===== config.mk =====
export PLATFORM = sky130hd
export DESIGN_NAME = mux_8_1_vector_sequencer_flat
export DESIGN_NICKNAME = d
export VERILOG_FILES = /design/src/rtl/mux_8_1_vector_sequencer_pkg.sv /design/src/rtl/mux_8_1_vector_sequencer_if.sv /design/src/rtl/mux_8_1_vector_sequencer_lfsr8.sv /design/src/rtl/mux_8_1_vector_sequencer.sv /design/src/flat_wrapper.sv
export SDC_FILE = /design/constraint.sdc
export NUM_CORES = 1
export LEC_CHECK = 0
export ABC_CLOCK_PERIOD_IN_PS = 2600
export CELL_PAD_IN_SITES_DETAIL_PLACEMENT = 2
export CELL_PAD_IN_SITES_GLOBAL_PLACEMENT = 2
export CORE_MARGIN = 3
export CORE_UTILIZATION = 33
export CTS_BUF_LIST = sky130_fd_sc_hd__clkbuf_16
export CTS_CLUSTER_SIZE = 14
export DETAILED_ROUTE_END_ITERATION = 6
export PLACE_DENSITY_LB_ADDON = 0.2
export SLEW_MARGIN = 20
export SYNTH_ARGS = -nofsm -noshare
export SYNTH_HDL_FRONTEND = slang
export SYNTH_SLANG_ARGS = --single-unit

===== constraint.sdc =====
create_clock -name clock0 -period 2.6 [get_ports clock0]
set_input_delay 0.26 -clock clock0 [delete_from_list [all_inputs] [get_ports clock0]]
set_output_delay 0.26 -clock clock0 [all_outputs]
set_load 0.01 [all_outputs]

===== src/rtl/mux_8_1_vector_sequencer_pkg.sv =====
// Shared types and constants for the mux_8_1 vector sequencer slice.
package mux_8_1_seq_pkg;

    // Sequencer FSM states.
    typedef enum logic [2:0] {
        ST_IDLE   = 3'd0,
        ST_DRIVE  = 3'd1,
        ST_SETTLE = 3'd2,
        ST_CHECK  = 3'd3,
        ST_DONE   = 3'd4
    } seq_state_e;

    // Feedback taps of the 8-bit data LFSR: bits 7, 5, 4 and 3.
    localparam logic [7:0] LFSR_TAPS = 8'b1011_1000;

    // first_fail packs {round[7:0], sel[2:0]}.
    localparam int FIRST_FAIL_W = 11;

    // XOR-reduce the tapped bits to form the bit shifted in at the LSB.
    function automatic logic lfsr_feedback(input logic [7:0] x);
        return ^(x & LFSR_TAPS);
    endfunction

endpackage


===== src/rtl/mux_8_1_vector_sequencer_if.sv =====
// Stimulus/score bus between the sequencer and the mux_8_1 fabric plus its run controls.
interface mux_8_1_vector_sequencer_if #(
    parameter int CNT_W = 16
);
    import mux_8_1_seq_pkg::*;

    logic                    start;
    logic [7:0]              d_out;
    logic [2:0]              s_out;
    logic                    mux_out;
    logic                    busy;
    logic                    done;
    logic [CNT_W-1:0]        pass_count;
    logic [CNT_W-1:0]        fail_count;
    logic [FIRST_FAIL_W-1:0] first_fail;

    // Sequencer side.
    modport master (
        input  start, mux_out,
        output d_out, s_out, busy, done, pass_count, fail_count, first_fail
    );

    // Fabric / controller side.
    modport slave (
        output start, mux_out,
        input  d_out, s_out, busy, done, pass_count, fail_count, first_fail
    );

endinterface


===== src/rtl/mux_8_1_vector_sequencer_lfsr8.sv =====
// Next data word for the sequencer: 8-bit LFSR step with an all-zero escape.
module mux_8_1_lfsr8
    import mux_8_1_seq_pkg::*;
(
    input  logic [7:0] cur,
    output logic [7:0] nxt
);

    // An all-zero word would lock the LFSR, so it is forced to 8'h01.
    always_comb begin
        nxt = 8'h00;
        if (cur == 8'h00) begin
            nxt = 8'h01;
        end else begin
            nxt = {cur[6:0], lfsr_feedback(cur)};
        end
    end

endmodule


===== src/rtl/mux_8_1_vector_sequencer.sv =====
// Clocked sweep of all 8 selects over NUM_ROUNDS data words, scoring the
// fabric mux output against d_out[s_out].
module mux_8_1_vector_sequencer
    import mux_8_1_seq_pkg::*;
#(
    parameter logic [7:0] DATA_PATTERN  = 8'h55,
    parameter int         NUM_ROUNDS    = 4,
    parameter int         SETTLE_CYCLES = 4,
    parameter int         CNT_W         = 16
) (
    input  logic                          clock0,
    input  logic                          global_resetn,
    mux_8_1_vector_sequencer_if.master    bus
);

    localparam logic [7:0]       SETTLE_LOAD = 8'(SETTLE_CYCLES - 1);
    localparam logic [7:0]       LAST_ROUND  = 8'(NUM_ROUNDS - 1);
    localparam logic [CNT_W-1:0] CNT_MAX     = {CNT_W{1'b1}};

    seq_state_e              state_r;
    logic [7:0]              d_r;
    logic [2:0]              s_r;
    logic [7:0]              round_r;
    logic [7:0]              timer_r;
    logic [CNT_W-1:0]        pass_r;
    logic [CNT_W-1:0]        fail_r;
    logic [FIRST_FAIL_W-1:0] first_fail_r;
    logic [7:0]              lfsr_next_s;
    logic                    sample_ok_s;

    mux_8_1_lfsr8 u_lfsr (
        .cur (d_r),
        .nxt (lfsr_next_s)
    );

    assign sample_ok_s = (bus.mux_out == d_r[s_r]);

    // Sequencer FSM: vector drive, settle timing, sampling and scoring.
    always_ff @(posedge clock0 or negedge global_resetn) begin
        if (!global_resetn) begin
            state_r      <= ST_IDLE;
            d_r          <= 8'h00;
            s_r          <= 3'd0;
            round_r      <= 8'd0;
            timer_r      <= 8'd0;
            pass_r       <= {CNT_W{1'b0}};
            fail_r       <= {CNT_W{1'b0}};
            first_fail_r <= {FIRST_FAIL_W{1'b0}};
        end else begin
            case (state_r)
                ST_IDLE, ST_DONE: begin
                    if (bus.start) begin
                        d_r          <= DATA_PATTERN;
                        s_r          <= 3'd0;
                        round_r      <= 8'd0;
                        pass_r       <= {CNT_W{1'b0}};
                        fail_r       <= {CNT_W{1'b0}};
                        first_fail_r <= {FIRST_FAIL_W{1'b0}};
                        state_r      <= ST_DRIVE;
                    end else begin
                        state_r      <= state_r;
                    end
                end
                ST_DRIVE: begin
                    timer_r <= SETTLE_LOAD;
                    state_r <= ST_SETTLE;
                end
                ST_SETTLE: begin
                    if (timer_r == 8'd0) begin
                        state_r <= ST_CHECK;
                    end else begin
                        timer_r <= timer_r - 8'd1;
                    end
                end
                ST_CHECK: begin
                    if (sample_ok_s) begin
                        if (pass_r != CNT_MAX) begin
                            pass_r <= pass_r + {{(CNT_W-1){1'b0}}, 1'b1};
                        end
                    end else begin
                        // Counters clear at start, so zero fails means this is the first.
                        if (fail_r == {CNT_W{1'b0}}) begin
                            first_fail_r <= {round_r, s_r};
                        end
                        if (fail_r != CNT_MAX) begin
                            fail_r <= fail_r + {{(CNT_W-1){1'b0}}, 1'b1};
                        end
                    end
                    if (s_r != 3'd7) begin
                        s_r     <= s_r + 3'd1;
                        state_r <= ST_DRIVE;
                    end else if (round_r < LAST_ROUND) begin
                        d_r     <= lfsr_next_s;
                        round_r <= round_r + 8'd1;
                        s_r     <= 3'd0;
                        state_r <= ST_DRIVE;
                    end else begin
                        state_r <= ST_DONE;
                    end
                end
                default: begin
                    state_r <= ST_IDLE;
                end
            endcase
        end
    end

    assign bus.d_out      = d_r;
    assign bus.s_out      = s_r;
    assign bus.pass_count = pass_r;
    assign bus.fail_count = fail_r;
    assign bus.first_fail = first_fail_r;
    assign bus.busy       = (state_r == ST_DRIVE) || (state_r == ST_SETTLE) || (state_r == ST_CHECK);
    assign bus.done       = (state_r == ST_DONE);

endmodule


===== src/flat_wrapper.sv =====
// flat-port wrapper written by rule: the top's interface ports become plain ports
module mux_8_1_vector_sequencer_flat import mux_8_1_seq_pkg::*;
#(
    parameter logic [7:0] DATA_PATTERN  = 8'h55,
    parameter int         NUM_ROUNDS    = 4,
    parameter int         SETTLE_CYCLES = 4,
    parameter int         CNT_W         = 16
)
  (clock0, global_resetn, bus_start, bus_mux_out, bus_d_out, bus_s_out, bus_busy, bus_done, bus_pass_count, bus_fail_count, bus_first_fail);
  mux_8_1_vector_sequencer_if #(.CNT_W(CNT_W)) bus_i ();
  input  logic clock0;
  input  logic global_resetn;
  input wire logic [$bits(bus_i.start)-1:0] bus_start;
  input wire logic [$bits(bus_i.mux_out)-1:0] bus_mux_out;
  output wire logic [$bits(bus_i.d_out)-1:0] bus_d_out;
  output wire logic [$bits(bus_i.s_out)-1:0] bus_s_out;
  output wire logic [$bits(bus_i.busy)-1:0] bus_busy;
  output wire logic [$bits(bus_i.done)-1:0] bus_done;
  output wire logic [$bits(bus_i.pass_count)-1:0] bus_pass_count;
  output wire logic [$bits(bus_i.fail_count)-1:0] bus_fail_count;
  output wire logic [$bits(bus_i.first_fail)-1:0] bus_first_fail;
  assign bus_i.start = bus_start;
  assign bus_i.mux_out = bus_mux_out;
  assign bus_d_out = bus_i.d_out;
  assign bus_s_out = bus_i.s_out;
  assign bus_busy = bus_i.busy;
  assign bus_done = bus_i.done;
  assign bus_pass_count = bus_i.pass_count;
  assign bus_fail_count = bus_i.fail_count;
  assign bus_first_fail = bus_i.first_fail;
  mux_8_1_vector_sequencer #(.DATA_PATTERN(DATA_PATTERN), .NUM_ROUNDS(NUM_ROUNDS), .SETTLE_CYCLES(SETTLE_CYCLES), .CNT_W(CNT_W)) u_core (.clock0(clock0), .global_resetn(global_resetn), .bus(bus_i));
endmodule

==> results.py <==
metrics = {
    "timing": {
        "relSlewSlack_pct": 51.3,
        "finalHoldViolCount": 0,
        "hold_ws_ps": 505,
        "skew_ps": 5.91,
        "setup_viol": 0,
        "fin_crit_sh_pct": 89.4,
        "fin_ws_ps": 275,
        "tightest_slew_ps": 730,
        "rsz0062_at_grt": "no",
        "min_period_ps": 2320,
        "setup_tns_ps": 0,
        "slew_violations": 0,
        "clock.fmax_ghz": 0.430,
    },
    "synth": {
        "synth_area_um2": 3780,
        "ys_seq_elements": 73,
        "synth_cell_types": 51,
        "synth_async_sr_flop_share_pct": 100,
        "synth_top_flop_cell": "dfrtp_1",
        "ys_seq_area_share_pct": 48.3,
        "syn_avg_cell_area_um2": 9.58,
        "synth-edff-count": 0,
        "syn_nets": 408,
        "ys_warn_count": 0,
        "synthCells": 395,
    },
    "global_route": {
        "grt_pass1_vias": 3948,
        "grt_max_degree": 29,
        "grtUsageTotal_pct": 21.1,
        "grt_pass1_wl_um": 21500,
        "antenna_found_initial": 0,
        "grt.overflow.total": 0,
    },
    "floorplanning": {
        "row_count": 38,
        "coreArea_um2": 11000,
        "start_util_pct": 34.3,
        "die-area_um2": 12800,
        "ios": 60,
        "dieWidth_um": 113,
        "die_h_um": 113,
    },
    "cts": {
        "cts_buffer_depth": 2,
        "clock-sinks": 73,
        "clock_latency_ps": 340,
        "cts_root_buffer": "clkbuf_16",
        "postCtsSetupRepairBufs": 0,
        "cts_tree": "built",
        "numCtsBuffers": 9,
        "h-tree-depth": 3,
        "path_clk_slew_ps": 60,
    },
    "placement": {
        "place.detailed.hpwl_um": 8840,
        "place_ws_ps": 30.3,
        "port_buffers": 59,
        "place_area_um2": 4610,
        "place_inst": 595,
        "gp_congestion": 0.779,
    },
    "route": {
        "first_pass_iters": 4,
        "routed_wl_um": 12800,
        "wl_per_cell_um": 20.9,
        "drt_iter0_drc": 121,
        "drtAntennaViolNets": 0,
        "avgViaCountPerCell": 5.67,
        "drcViolationCount": 0,
        "vias": 3467,
    },
    "setup_path": {
        "required_ps": 2850,
        "critical_path_class": "reg -> reg",
        "cp.arrival_ps": 2580,
        "endpoint_kind": "register",
        "start_kind": "register",
        "cp_max_fo": 14,
        "ff2ff_setup_slack_ps": 280,
    },
    "finish": {
        "final_cell_area_um2": 4930,
        "area_delta_synth_final_pct": 30.4,
        "drive_gt1_share_pct": 11.0,
        "n_antenna_cell": 0,
        "fin_cells": 612,
        "fillCellCount": 1210,
        "post-route-util_pct": 44.7,
        "finalNetCount": 480,
    },
    "outcome": {
        "status": "finished, final reports clean",
    },
    "pwr": {
        "p_per_area_nw_per_um2": 957,
        "total_power_mw": 4.72,
        "leakagePower_nw": 2.10,
        "ir_worst_vdd_mv": 0.362,
    },
    "min_path": {
        "hp-class": "reg -> reg",
    },
    "job": {
        "maxCapViolations": 0,
    },
}
## path summary, 6_finish.rpt
path | startpoint | to | cells after the start
hold reg to reg | u_core.round_r[4]$_DFFE_PN0P_ | u_core.round_r[4]$_DFFE_PN0P_ | 1
min in group asynchronous | global_resetn | u_core.bus.first_fail[8]$_DFFE_PN0P_ | 2
setup / recovery | u_core.bus.pass_count[0]$_DFFE_PN0P_ | u_core.bus.pass_count[11]$_DFFE_PN0P_ | 6
setup reg to reg | u_core.bus.pass_count[0]$_DFFE_PN0P_ | u_core.bus.pass_count[11]$_DFFE_PN0P_ | 6
max in group asynchronous | global_resetn | u_core.timer_r[1]$_DFFE_PN0P_ | 3
hold / removal | u_core.round_r[4]$_DFFE_PN0P_ | u_core.round_r[4]$_DFFE_PN0P_ | 1
## synthesized netlist by cell type, types with 5 or more instances
| library cell | instances | area share [%] |
|---|---|---|
| and2_1 | 10 | 1.7 |
| xor2_1 | 6 | 1.4 |
| ha_1 | 9 | 3.0 |
| nor4_1 | 6 | 0.99 |
| o21ai_1 | 9 | 1.2 |
| nand4_1 | 9 | 1.5 |
| a31oi_1 | 33 | 5.5 |
| mux2i_1 | 5 | 1.3 |
| a22o_1 | 13 | 3.0 |
| a21oi_1 | 12 | 1.6 |
| nand3_1 | 18 | 2.4 |
| nand2_1 | 43 | 4.3 |
| nor2_1 | 31 | 3.1 |
| nor3_1 | 11 | 1.5 |
| inv_1 | 14 | 1.4 |
| and3_1 | 5 | 0.83 |
| o21ai_0 | 18 | 2.4 |
| dfrtp_1 | 73 | 48 |
| clkbuf_1 | 15 | 1.5 |
## critical path: stages (launching register included)
cell and delay, ps:
dfrtp_1 460, ha_1 320, nand3_1 140, o41ai_1 530, mux2_2 290, nand2_2 220
a31oi_1 270
## layout make-up
class                           count  area, um2  share of cell area, %
Clock inverter                      7       76.3                   1.55
Timing Repair Buffer               82        761                   15.4
Multi-Input combinational cell    287       1810                   36.8
Tap cell                          140        175                   3.55
Inverter                           14       52.6                   1.07
Clock buffer                        9        225                   4.57
Sequential cell                    73       1830                   37.0
## cells in the final DEF, fill, tap and decap left out, types with 3 or more instances in the layout
cell type / n
a21oi_1: 12
a22o_1: 13
a31oi_1: 33
a41oi_1: 4
and2_1: 10
and3_1: 5
buf_4: 22
clkbuf_16: 9
clkdlybuf4s50_1: 58
dfrtp_1: 73
ha_1: 9
inv_1: 14
inv_6: 3
mux2_2: 4
mux2i_1: 5
nand2_1: 42
nand2b_1: 3
nand3_1: 18
nand4_1: 9
nor2_1: 31
nor3_1: 11
nor4_1: 6
o21ai_0: 18
o21ai_1: 8
xnor2_1: 3
xor2_1: 6
## timing repair
action                                  in CTS  in global routing
endpoints found under the setup margin       2                 14
hold buffers                                 1                  0
hold endpoints to repair                     3                  0
resized for setup                            1                  1
## state kept, by name, indices dropped and copies added, names as in the netlist
signal / cells
u_core.timer_r: 8
u_core.state_r: 3
u_core.round_r: 8
u_core.bus.s_out: 3
u_core.bus.fail_count: 16
u_core.bus.first_fail: 11
u_core.bus.pass_count: 16
u_core.bus.d_out: 8
## metal layers
metal	global-route usage, %	wire length, um
met1	27.2	5670
met2	36.8	6570
met3	2.99	307
met4	6.65	221
met5	0	0
## logic make-up (layout without fill, tap and decap cells)
logic type	after synthesis	count (layout)	share of synthesized area [%]
AO/OA/AOI/OAI	104	104	17.9
XOR/XNOR	11	11	2.94
adder cells (fa/ha/maj)	9	9	2.98
buffers and inverters	35	112	3.90
flip-flops	73	73	48.3
multiplexers	13	13	4.37
AND/OR/NAND/NOR	150	150	19.6
## power breakdown
group	total [mW]	switching, mW	internal [mW]
clock	1.29	0.537	0.752
sequential	1.56	0.252	1.31
combinational	1.87	1.10	0.768
(Power assumes the default switching activity.)
